$ cat src/rtl/fifo_fir_stage_if.sv
// ---------------------------------------------------------------------------
// fifo_fir_stage_if
// Bundles the three port groups of the FIR stage: the FIFO read side, the
// coefficient write port and the filtered-sample output port.
//
//   fifo_empty  FIFO has no data
//   fifo_rd_en  one-cycle read strobe towards the FIFO
//   fifo_data   FIFO registered read data, valid the cycle after fifo_rd_en
//   coef_wr     coefficient write strobe
//   coef_addr   tap index of the write
//   coef_data   coefficient value (signed fixed point)
//   out_valid   out_data holds a result
//   out_ready   downstream can take the result
//   out_data    filtered sample (signed)
//   busy        stage is working on a sample
//
// Output handshake: a result transfers on every rising clk edge where
// out_valid and out_ready are both high. Once out_valid rises, out_valid and
// out_data hold steady until that transfer. out_ready may change freely and
// is ignored while out_valid is low.
//
// Modports: master = the FIR stage, slave = the FIFO/downstream environment.
// ---------------------------------------------------------------------------
interface fifo_fir_stage_if #(
   parameter int DATA_WIDTH = 32,
   parameter int COEF_WIDTH = 16,
   parameter int TAPS       = 4
);
   localparam int ADDR_W = $clog2(TAPS);

   logic                  fifo_empty;
   logic                  fifo_rd_en;
   logic [DATA_WIDTH-1:0] fifo_data;
   logic                  coef_wr;
   logic [ADDR_W-1:0]     coef_addr;
   logic [COEF_WIDTH-1:0] coef_data;
   logic                  out_valid;
   logic                  out_ready;
   logic [DATA_WIDTH-1:0] out_data;
   logic                  busy;

   modport master (
      input  fifo_empty, fifo_data, coef_wr, coef_addr, coef_data, out_ready,
      output fifo_rd_en, out_valid, out_data, busy
   );

   modport slave (
      output fifo_empty, fifo_data, coef_wr, coef_addr, coef_data, out_ready,
      input  fifo_rd_en, out_valid, out_data, busy
   );
endinterface

$ cat src/rtl/fifo_fir_stage.sv
// ---------------------------------------------------------------------------
// fifo_fir_stage
// Pops one signed sample per FIFO read, filters it through a TAPS-tap FIR
// using a single multiply-accumulate per cycle, and offers the result on a
// valid/ready port. Coefficients can be rewritten at runtime while idle.
//
// Ports:
//   clk        rising-edge clock
//   rst        asynchronous reset, active low
//   bus        fifo_fir_stage_if.master (FIFO read, coef write, output port)
//   dbg_state  current FSM state encoding (IDLE=0 REQ=1 CAP=2 MAC=3 OUT=4)
//
// Build option: define FIR_ROUND_EN to round half toward +inf before the
// fractional shift; without it the shift floors. Both paths then saturate.
//
// Sequence per sample: IDLE -> REQ (rd strobe) -> CAP (shift in sample)
// -> MAC x TAPS -> OUT (hold until accepted) -> IDLE.
// ---------------------------------------------------------------------------
module fifo_fir_stage #(
   parameter int DATA_WIDTH = 32,
   parameter int COEF_WIDTH = 16,
   parameter int FRAC_BITS  = 14,
   parameter int TAPS       = 4,
   parameter int ACC_WIDTH  = DATA_WIDTH + COEF_WIDTH + $clog2(TAPS)
) (
   input  logic                 clk,
   input  logic                 rst,
   fifo_fir_stage_if.master     bus,
   output logic [2:0]           dbg_state
);
   localparam int PROD_W = DATA_WIDTH + COEF_WIDTH;
   localparam int TAP_W  = $clog2(TAPS);

   localparam logic signed [COEF_WIDTH-1:0] COEF_ONE = COEF_WIDTH'(1 << FRAC_BITS);
   localparam logic signed [ACC_WIDTH-1:0]  SAT_MAX  =
      ACC_WIDTH'({1'b0, {(DATA_WIDTH-1){1'b1}}});
   localparam logic signed [ACC_WIDTH-1:0]  SAT_MIN  = -SAT_MAX - ACC_WIDTH'(1);
`ifdef FIR_ROUND_EN
   localparam logic signed [ACC_WIDTH-1:0]  ROUND_K  = ACC_WIDTH'(1) << (FRAC_BITS - 1);
`endif

   typedef enum logic [2:0] {
      IDLE = 3'd0,
      REQ  = 3'd1,
      CAP  = 3'd2,
      MAC  = 3'd3,
      OUT  = 3'd4
   } state_t;

   state_t                         state, state_nx;
   logic signed [DATA_WIDTH-1:0]   d_line [TAPS];
   logic signed [COEF_WIDTH-1:0]   coef   [TAPS];
   logic signed [ACC_WIDTH-1:0]    acc, acc_nx, acc_adj, acc_sh;
   logic signed [PROD_W-1:0]       prod;
   logic [TAP_W-1:0]               tap;
   logic                           last_tap;
   logic [DATA_WIDTH-1:0]          sat_val;

   // ---------------- FSM ----------------
   always_ff @(posedge clk or negedge rst) begin
      if (!rst) state <= IDLE;
      else      state <= state_nx;
   end

   assign last_tap = (tap == TAP_W'(TAPS - 1));

   always_comb begin
      state_nx = state;
      case (state)
         IDLE:    if (!bus.fifo_empty) state_nx = REQ;
         REQ:     state_nx = CAP;
         CAP:     state_nx = MAC;
         MAC:     if (last_tap) state_nx = OUT;
         OUT:     if (bus.out_ready) state_nx = IDLE;
         default: state_nx = IDLE;
      endcase
   end

   // Moore outputs decoded straight from the state register.
   assign bus.fifo_rd_en = (state == REQ);
   assign bus.out_valid  = (state == OUT);
   assign bus.busy       = (state != IDLE);
   assign dbg_state      = state;

   // ---------------- MAC datapath ----------------
   // acc_nx is the accumulator including the current tap; on the last tap
   // it is the full sum, so the output word is formed from it directly and
   // registered on the MAC->OUT transition.
   always_comb begin
      prod   = PROD_W'(d_line[tap]) * PROD_W'(coef[tap]);
      acc_nx = acc + ACC_WIDTH'(prod);
`ifdef FIR_ROUND_EN
      acc_adj = acc_nx + ROUND_K;
`else
      acc_adj = acc_nx;
`endif
      acc_sh = acc_adj >>> FRAC_BITS;
      if (acc_sh > SAT_MAX)      sat_val = {1'b0, {(DATA_WIDTH-1){1'b1}}};
      else if (acc_sh < SAT_MIN) sat_val = {1'b1, {(DATA_WIDTH-1){1'b0}}};
      else                       sat_val = acc_sh[DATA_WIDTH-1:0];
   end

   always_ff @(posedge clk or negedge rst) begin
      if (!rst) begin
         for (int k = 0; k < TAPS; k++) begin
            d_line[k] <= '0;
            coef[k]   <= (k == 0) ? COEF_ONE : '0;
         end
         acc          <= '0;
         tap          <= '0;
         bus.out_data <= '0;
      end else begin
         case (state)
            IDLE: begin
               // Writes land even on the cycle that leaves for REQ, so the
               // next sample already sees them.
               if (bus.coef_wr && (32'(bus.coef_addr) < TAPS))
                  coef[bus.coef_addr] <= $signed(bus.coef_data);
            end
            CAP: begin
               for (int k = TAPS - 1; k > 0; k--) d_line[k] <= d_line[k-1];
               d_line[0] <= $signed(bus.fifo_data);
               acc       <= '0;
               tap       <= '0;
            end
            MAC: begin
               acc <= acc_nx;
               tap <= tap + TAP_W'(1);
               if (last_tap) bus.out_data <= sat_val;
            end
            default: ;
         endcase
      end
   end
endmodule

$ cat src/flat_wrapper.sv
// flat-port wrapper written by rule: the top's interface ports become plain ports
module fifo_fir_stage_flat 
#(
   parameter int DATA_WIDTH = 32,
   parameter int COEF_WIDTH = 16,
   parameter int FRAC_BITS  = 14,
   parameter int TAPS       = 4,
   parameter int ACC_WIDTH  = DATA_WIDTH + COEF_WIDTH + $clog2(TAPS)
)
  (clk, rst, dbg_state, bus_fifo_empty, bus_fifo_data, bus_coef_wr, bus_coef_addr, bus_coef_data, bus_out_ready, bus_fifo_rd_en, bus_out_valid, bus_out_data, bus_busy);
  fifo_fir_stage_if #(.DATA_WIDTH(DATA_WIDTH), .COEF_WIDTH(COEF_WIDTH), .TAPS(TAPS)) bus_i ();
  input  logic clk;
  input  logic rst;
  output logic [2:0] dbg_state;
  input wire logic [$bits(bus_i.fifo_empty)-1:0] bus_fifo_empty;
  input wire logic [$bits(bus_i.fifo_data)-1:0] bus_fifo_data;
  input wire logic [$bits(bus_i.coef_wr)-1:0] bus_coef_wr;
  input wire logic [$bits(bus_i.coef_addr)-1:0] bus_coef_addr;
  input wire logic [$bits(bus_i.coef_data)-1:0] bus_coef_data;
  input wire logic [$bits(bus_i.out_ready)-1:0] bus_out_ready;
  output wire logic [$bits(bus_i.fifo_rd_en)-1:0] bus_fifo_rd_en;
  output wire logic [$bits(bus_i.out_valid)-1:0] bus_out_valid;
  output wire logic [$bits(bus_i.out_data)-1:0] bus_out_data;
  output wire logic [$bits(bus_i.busy)-1:0] bus_busy;
  assign bus_i.fifo_empty = bus_fifo_empty;
  assign bus_i.fifo_data = bus_fifo_data;
  assign bus_i.coef_wr = bus_coef_wr;
  assign bus_i.coef_addr = bus_coef_addr;
  assign bus_i.coef_data = bus_coef_data;
  assign bus_i.out_ready = bus_out_ready;
  assign bus_fifo_rd_en = bus_i.fifo_rd_en;
  assign bus_out_valid = bus_i.out_valid;
  assign bus_out_data = bus_i.out_data;
  assign bus_busy = bus_i.busy;
  fifo_fir_stage #(.DATA_WIDTH(DATA_WIDTH), .COEF_WIDTH(COEF_WIDTH), .FRAC_BITS(FRAC_BITS), .TAPS(TAPS), .ACC_WIDTH(ACC_WIDTH)) u_core (.clk(clk), .rst(rst), .bus(bus_i), .dbg_state(dbg_state));
endmodule
$ cat config.mk
export PLATFORM = sky130hd
export DESIGN_NAME = fifo_fir_stage_flat
export DESIGN_NICKNAME = d
export VERILOG_FILES = /design/src/rtl/fifo_fir_stage_if.sv /design/src/rtl/fifo_fir_stage.sv /design/src/flat_wrapper.sv
export SDC_FILE = /design/constraint.sdc
export NUM_CORES = 2
export LEC_CHECK = 0
export CORE_MARGIN = 3
export CORE_UTILIZATION = 58
export DETAILED_ROUTE_END_ITERATION = 8
export HOLD_SLACK_MARGIN = 0.12
export MAX_ROUTING_LAYER = met4
export PLACE_DENSITY = 0.83
export SYNTH_ARGS = -nofsm -noshare
export SYNTH_HDL_FRONTEND = slang
export SYNTH_SLANG_ARGS = --single-unit
$ cat constraint.sdc
create_clock -name clk -period 8.1 [get_ports clk]
set_input_delay 1.215 -clock clk [delete_from_list [all_inputs] [get_ports clk]]
set_output_delay 1.215 -clock clk [all_outputs]
set_load 0.01 [all_outputs]
Word-level counts from Yosys, hierarchy flattened. Cells that the tools add are included.

Register bits: 279. Word-level logic and storage cells: 54. Bits of input ports: 55. Output and inout port bits: 38.

$lt $le $gt $ge: 5. Add/sub/neg operators: 2. Reduce and logical (&&, ||, !) cells: 7. Mux-type cells: 17. Bitwise gates (word level): 2. $mul: 1. Eq/ne operators: 8.

Operators by type and width (number): $mux 32 (4); $pmux 50 s2 (1); $bmux 32 s2 (1); $bwmux 64 (1); $add 50x48->50 (1); $mul 32x16->48 (1); $mux 16 (3); $gt 36x32->1 const B (1); $lt 36x32->1 const B (1); $bmux 16 s2 (1); $demux 16 s2 (1); $pmux 3 s5 (1); $mux 3 (3); $eq 3x2->1 const B (2); $ge 3x3->1 const B (2); $not 2->3 (2); $ne 2x2->1 const B (2); $pmux 2 s2 (1); $reduce_and 2->1 (2); $eq 3x1->1 const B (1); $eq 3x3->1 const B (1); $logic_not 3->1 (1); $lt 3x1->1 const B (1); $reduce_and 3->1 (1); 6 further kinds (6).

Longest topological paths before layout.
Depth after elaboration: 9. Mapped depth: 33. Mapped depth without buffers: 27.

Least setup slack after synthesis. No wires, ideal clock.

Kind: reg2reg. Start: register u_core.tap[1]. End: register u_core.bus.out_data[10]. Data required time: 7996 ps. Stages on the path, launching flop included: 29. Slack: -232 ps. Path buffers: 7. Arrival: 8228 ps. Library setup time: 104 ps. Clock period less this slack: 8332 ps. Cell sequence: dfrtp_1 -> clkbuf_1 -> clkbuf_1 -> buf_1 -> buf_2 -> mux4_2 -> clkbuf_1 -> and2_1 -> fa_1 -> fa_1 -> fa_1 -> fa_1 -> fa_1 -> inv_1 -> fa_1 -> inv_1 -> ha_1 -> buf_2 -> a21oi_2 -> nor2b_1 -> o21a_1 -> or4_1 -> a221oi_2 -> o21ai_0 -> a22oi_1 -> o211a_1 -> a31oi_1 -> buf_2 -> o311ai_1.

Longest elaborated chain between the ends: 9. Elaborated cells on any way between the ends: 15. Classes of those cells: 1 x add/sub; 1 x mul; 2 x order compare; 1 x eq/ne; 8 x mux; 1 x bitwise; 1 x reduce/logical.

Ends and longest elaborated chain: from (decl) (line fifo_fir_stage.sv:55) `logic [TAP_W-1:0] tap;`; from (signal assigned) (line fifo_fir_stage.sv:128) `tap <= tap + TAP_W'(1);`; $not 2->3 (implied by the code) (line fifo_fir_stage.sv:90) `prod = PROD_W'(d_line[tap]) * PROD_W'(coef[tap]);`; $bmux 32 s2 / $bmux 16 s2 (equally long branches) (line fifo_fir_stage.sv:90); $mux 32 (implied by the code) / $mux 16 (equally long branches) (2 in series) (line fifo_fir_stage.sv:90); $mul 32x16->48 (line fifo_fir_stage.sv:90); $add 50x48->50 (line fifo_fir_stage.sv:91) `acc_nx = acc + ACC_WIDTH'(prod);`; $lt 36x32->1 (line fifo_fir_stage.sv:99) `else if (acc_sh < SAT_MIN) sat_val = {1'b1, {(DATA_WIDTH-1){1'b0}}};`; $mux 32 (line fifo_fir_stage.sv:99); $mux 32 (line fifo_fir_stage.sv:98) `if (acc_sh > SAT_MAX) sat_val = {1'b0, {(DATA_WIDTH-1){1'b1}}};`; to (signal assigned) (line fifo_fir_stage.sv:129) `if (last_tap) bus.out_data <= sat_val;`; to (decl) (line fifo_fir_stage_if.sv:44) `output fifo_rd_en, out_valid, out_data, busy`.

Parallel ways exist; a longest one is shown, timed or not. The select of a mux whose other input is x is not followed. A chain may end at the register's enable or synchronous reset.

Worst setup path in the final report.
Start: register u_core.tap[0]. End: register u_core.bus.out_data[15].

The elaborated chain is that of the path after synthesis.

==> flow_summary.json <==
{
  "status": "completed",
  "postCtsHoldBufs": 0,
  "synth_fp_nets": 3771,
  "final_area_um2": 35300,
  "numPortBuffers": 92,
  "pin_count": 93,
  "cts_tree": "done",
  "drc": 0,
  "area_growth_pct": 13.1,
  "core.rowCount": 84,
  "post_drt_via_cell_ratio": 5.78,
  "numCtsBuffers": 31,
  "synth_top_area_share_pct": 34.9,
  "arrival_ns": 8.42,
  "post_drt_wl_per_cell_um": 21.5,
  "nNetsFinal": 3901,
  "clk_pin_slew_worst_paths_ns": 0.06,
  "start_util_pct": 59.0,
  "n_antenna_cell": 0,
  "hold_depth": 2,
  "yosys-top-cells-area": "fa_1 35%, dfrtp_1 22%, mux2_2 7.6%",
  "netlist_instances": 3036,
  "max_freq_ghz": 0.126,
  "dpl_cell_area_um2": 33600,
  "synth_edf_count": 0,
  "crit_path_max_fanout": 31,
  "yosys_warnings": 0,
  "routed-via-count": 22400,
  "synth-main-ff-cell": "dfrtp_1",
  "gp_congestion": 0.972,
  "yosysUniqueCellTypes": 63,
  "first_global_vias": 24900,
  "drt_iter0_markers": 1669,
  "cts_sinks": 279,
  "fin_crit_sh_pct": 97.9,
  "die_y_um": 238,
  "layout-drive-gt1-share_pct": 16.0,
  "synth.most_common_cell": "inv_1",
  "avgSynthCellArea_um2": 10.3,
  "firstDrtPassIters": 5,
  "clock_latency_ns": 0.61,
  "die_w_um": 238,
  "r2r_cells": 25,
  "grt_max_degree": 143,
  "dp_hpwl_um": 63400,
  "grt_pass1_wl_um": 132000,
  "end_kind": "flop",
  "die_area_um2": 56700,
  "critical_path_class": "flop to flop",
  "track_usage_pct": 30.7,
  "antenna_left": 0,
  "fill_cells": 3949,
  "setup_viol": 0,
  "cts_buffer_depth": 3,
  "hold_path.class": "flop to flop",
  "ys_async_sr_fraction_pct": 100,
  "netlist_area_um2": 31200,
  "required_ns": 8.59,
  "tightest_slew_ns": 1.17,
  "wl_um": 83300,
  "slew_headroom_pct": 22.1,
  "ys_seq_elements": 279,
  "finClkSkew_ns": 0.0160,
  "drv_slew": 0,
  "yosys.area.top_type": "fa_1",
  "grt-ovfl-total": 0,
  "htreeDepth": 1,
  "ys_top_cells_by_count": "595 x inv_1, 545 x fa_1, 396 x nand2_1",
  "startpoint_type": "flop",
  "fin_crit_ns": 7.93,
  "synth_seq_area_share_pct": 22.3,
  "drv_cap": 0,
  "antenna_found_initial": 0,
  "hold_viol_final": 0,
  "root_buffer": "clkbuf_16",
  "fp.coreArea_um2": 53000
}
flip-flops by register name (all words and copies together) (netlist names):
register             flops
u_core.acc              50
u_core.d_line          128
u_core.coef             64
u_core.dbg_state         3
u_core.tap               2
u_core.bus.out_data     32
layout make-up:
| type | instances | area, µm² | share of cell area (%) |
|---|---|---|---|
| clock buffers | 38 | 852 | 2.41 |
| clock inverters | 17 | 250 | 0.708 |
| inverters | 595 | 2230 | 6.32 |
| multi-input cells | 2012 | 21700 | 61.4 |
| flip-flops and latches | 279 | 6990 | 19.8 |
| well taps | 688 | 861 | 2.44 |
| repair buffers | 247 | 2450 | 6.93 |
what timing repair did:
action | CTS | global route
resized for setup | 1 | 36
pin swaps | 0 | 10
setup buffers | 5 | 33
cloned | 0 | 5
endpoints found under the setup margin | 14 | 34
cell usage in the layout (no fill, tap or decap), types with 8 or more instances in the layout:
master	synthesis	routed
o211ai_1	18	18
o21ai_1	11	9
o21a_1	16	15
ha_1	135	133
a22o_1	13	13
o21ai_0	76	69
a21oi_1	48	44
and2_1	60	60
xnor2_1	40	37
clkdlybuf4s50_1	0	91
nand2b_1	19	18
dfrtp_1	278	276
nand2_1	396	396
fa_1	545	542
buf_12	0	22
o311ai_1	19	14
inv_1	595	595
xor2_1	16	16
nor3_1	15	12
a21o_1	15	15
nand3_1	11	10
mux4_2	28	29
mux2_2	212	212
buf_4	2	127
nor2b_1	84	84
o21ai_2	0	8
mux2i_1	20	20
nand4_1	9	9
clkbuf_16	0	35
nor2_1	136	133
through the flow:
stage | hold WS, ns | worst slack [ns] | instances | setup TNS (ns) | util [%]
after CTS | 0.495 | 0.0717 | 3838 | 0 | 65.5
after global routing | 0.519 | -0.0885 | 3876 | -0.698 | 66.7
after global placement | 0.470 | 0.115 | 3778 | 0 | 63.3
after detailed placement | 0.481 | -0.0496 | 3778 | -0.261 | 63.3
after floorplan | 0.456 | 0.0179 | 3036 | 0 | -
final | 0.497 | 0.168 | 3876 | 0 | 66.7
final timing paths:
kind	endpoint	slack, ns	from
max	u_core.bus.out_data[15]	0.17	u_core.tap[0]
min	u_core.acc[10]	0.50	u_core.acc[10]
max reg2reg	u_core.bus.out_data[15]	0.17	u_core.tap[0]
min reg2reg	u_core.acc[10]	0.50	u_core.acc[10]
max in group asynchronous	u_core.tap[0]	5.92	rst
min in group asynchronous	u_core.acc[49]	0.74	rst
per-layer routing:
layer  part of all wire [%]  track usage (%)
met5                      0                -
met4                    6.2             16.0
met3                    6.6             4.11
met2                     52             53.6
met1                     35             34.7
logic make-up after synthesis:
kind of cell	count (synthesis)	share of synthesized area, %
buffers and inverters	746	9.02
multiplexers	260	10.3
AO/OA/AOI/OAI	268	5.81
XOR/XNOR	56	1.57
AND/OR/NAND/NOR	747	10.6
adder cells (fa/ha/maj)	680	40.3
flip-flops	279	22.3
worst max-delay path, stage by stage (launching register included):
cell and delay, ns:
dfrtp_4 0.47, clkbuf_8 0.20, buf_12 0.12, mux4_2 0.63
nand2_1 0.15, inv_1 0.08, fa_2 0.63, fa_2 0.52
buf_4 0.17, fa_1 0.47, fa_1 0.51, fa_1 0.50
inv_1 0.05, fa_1 0.47, inv_1 0.04, ha_1 0.31
nor2b_1 0.15, o21a_1 0.20, or4_1 0.47, a221oi_4 0.36
o21ai_1 0.12, a22oi_1 0.22, o211a_1 0.27, a31oi_2 0.14
buf_12 0.20, o311ai_1 0.35
Power is left out: the tool's default activity adds up to more than one toggle a clock period on the data nets, which glitch-free logic cannot reach.
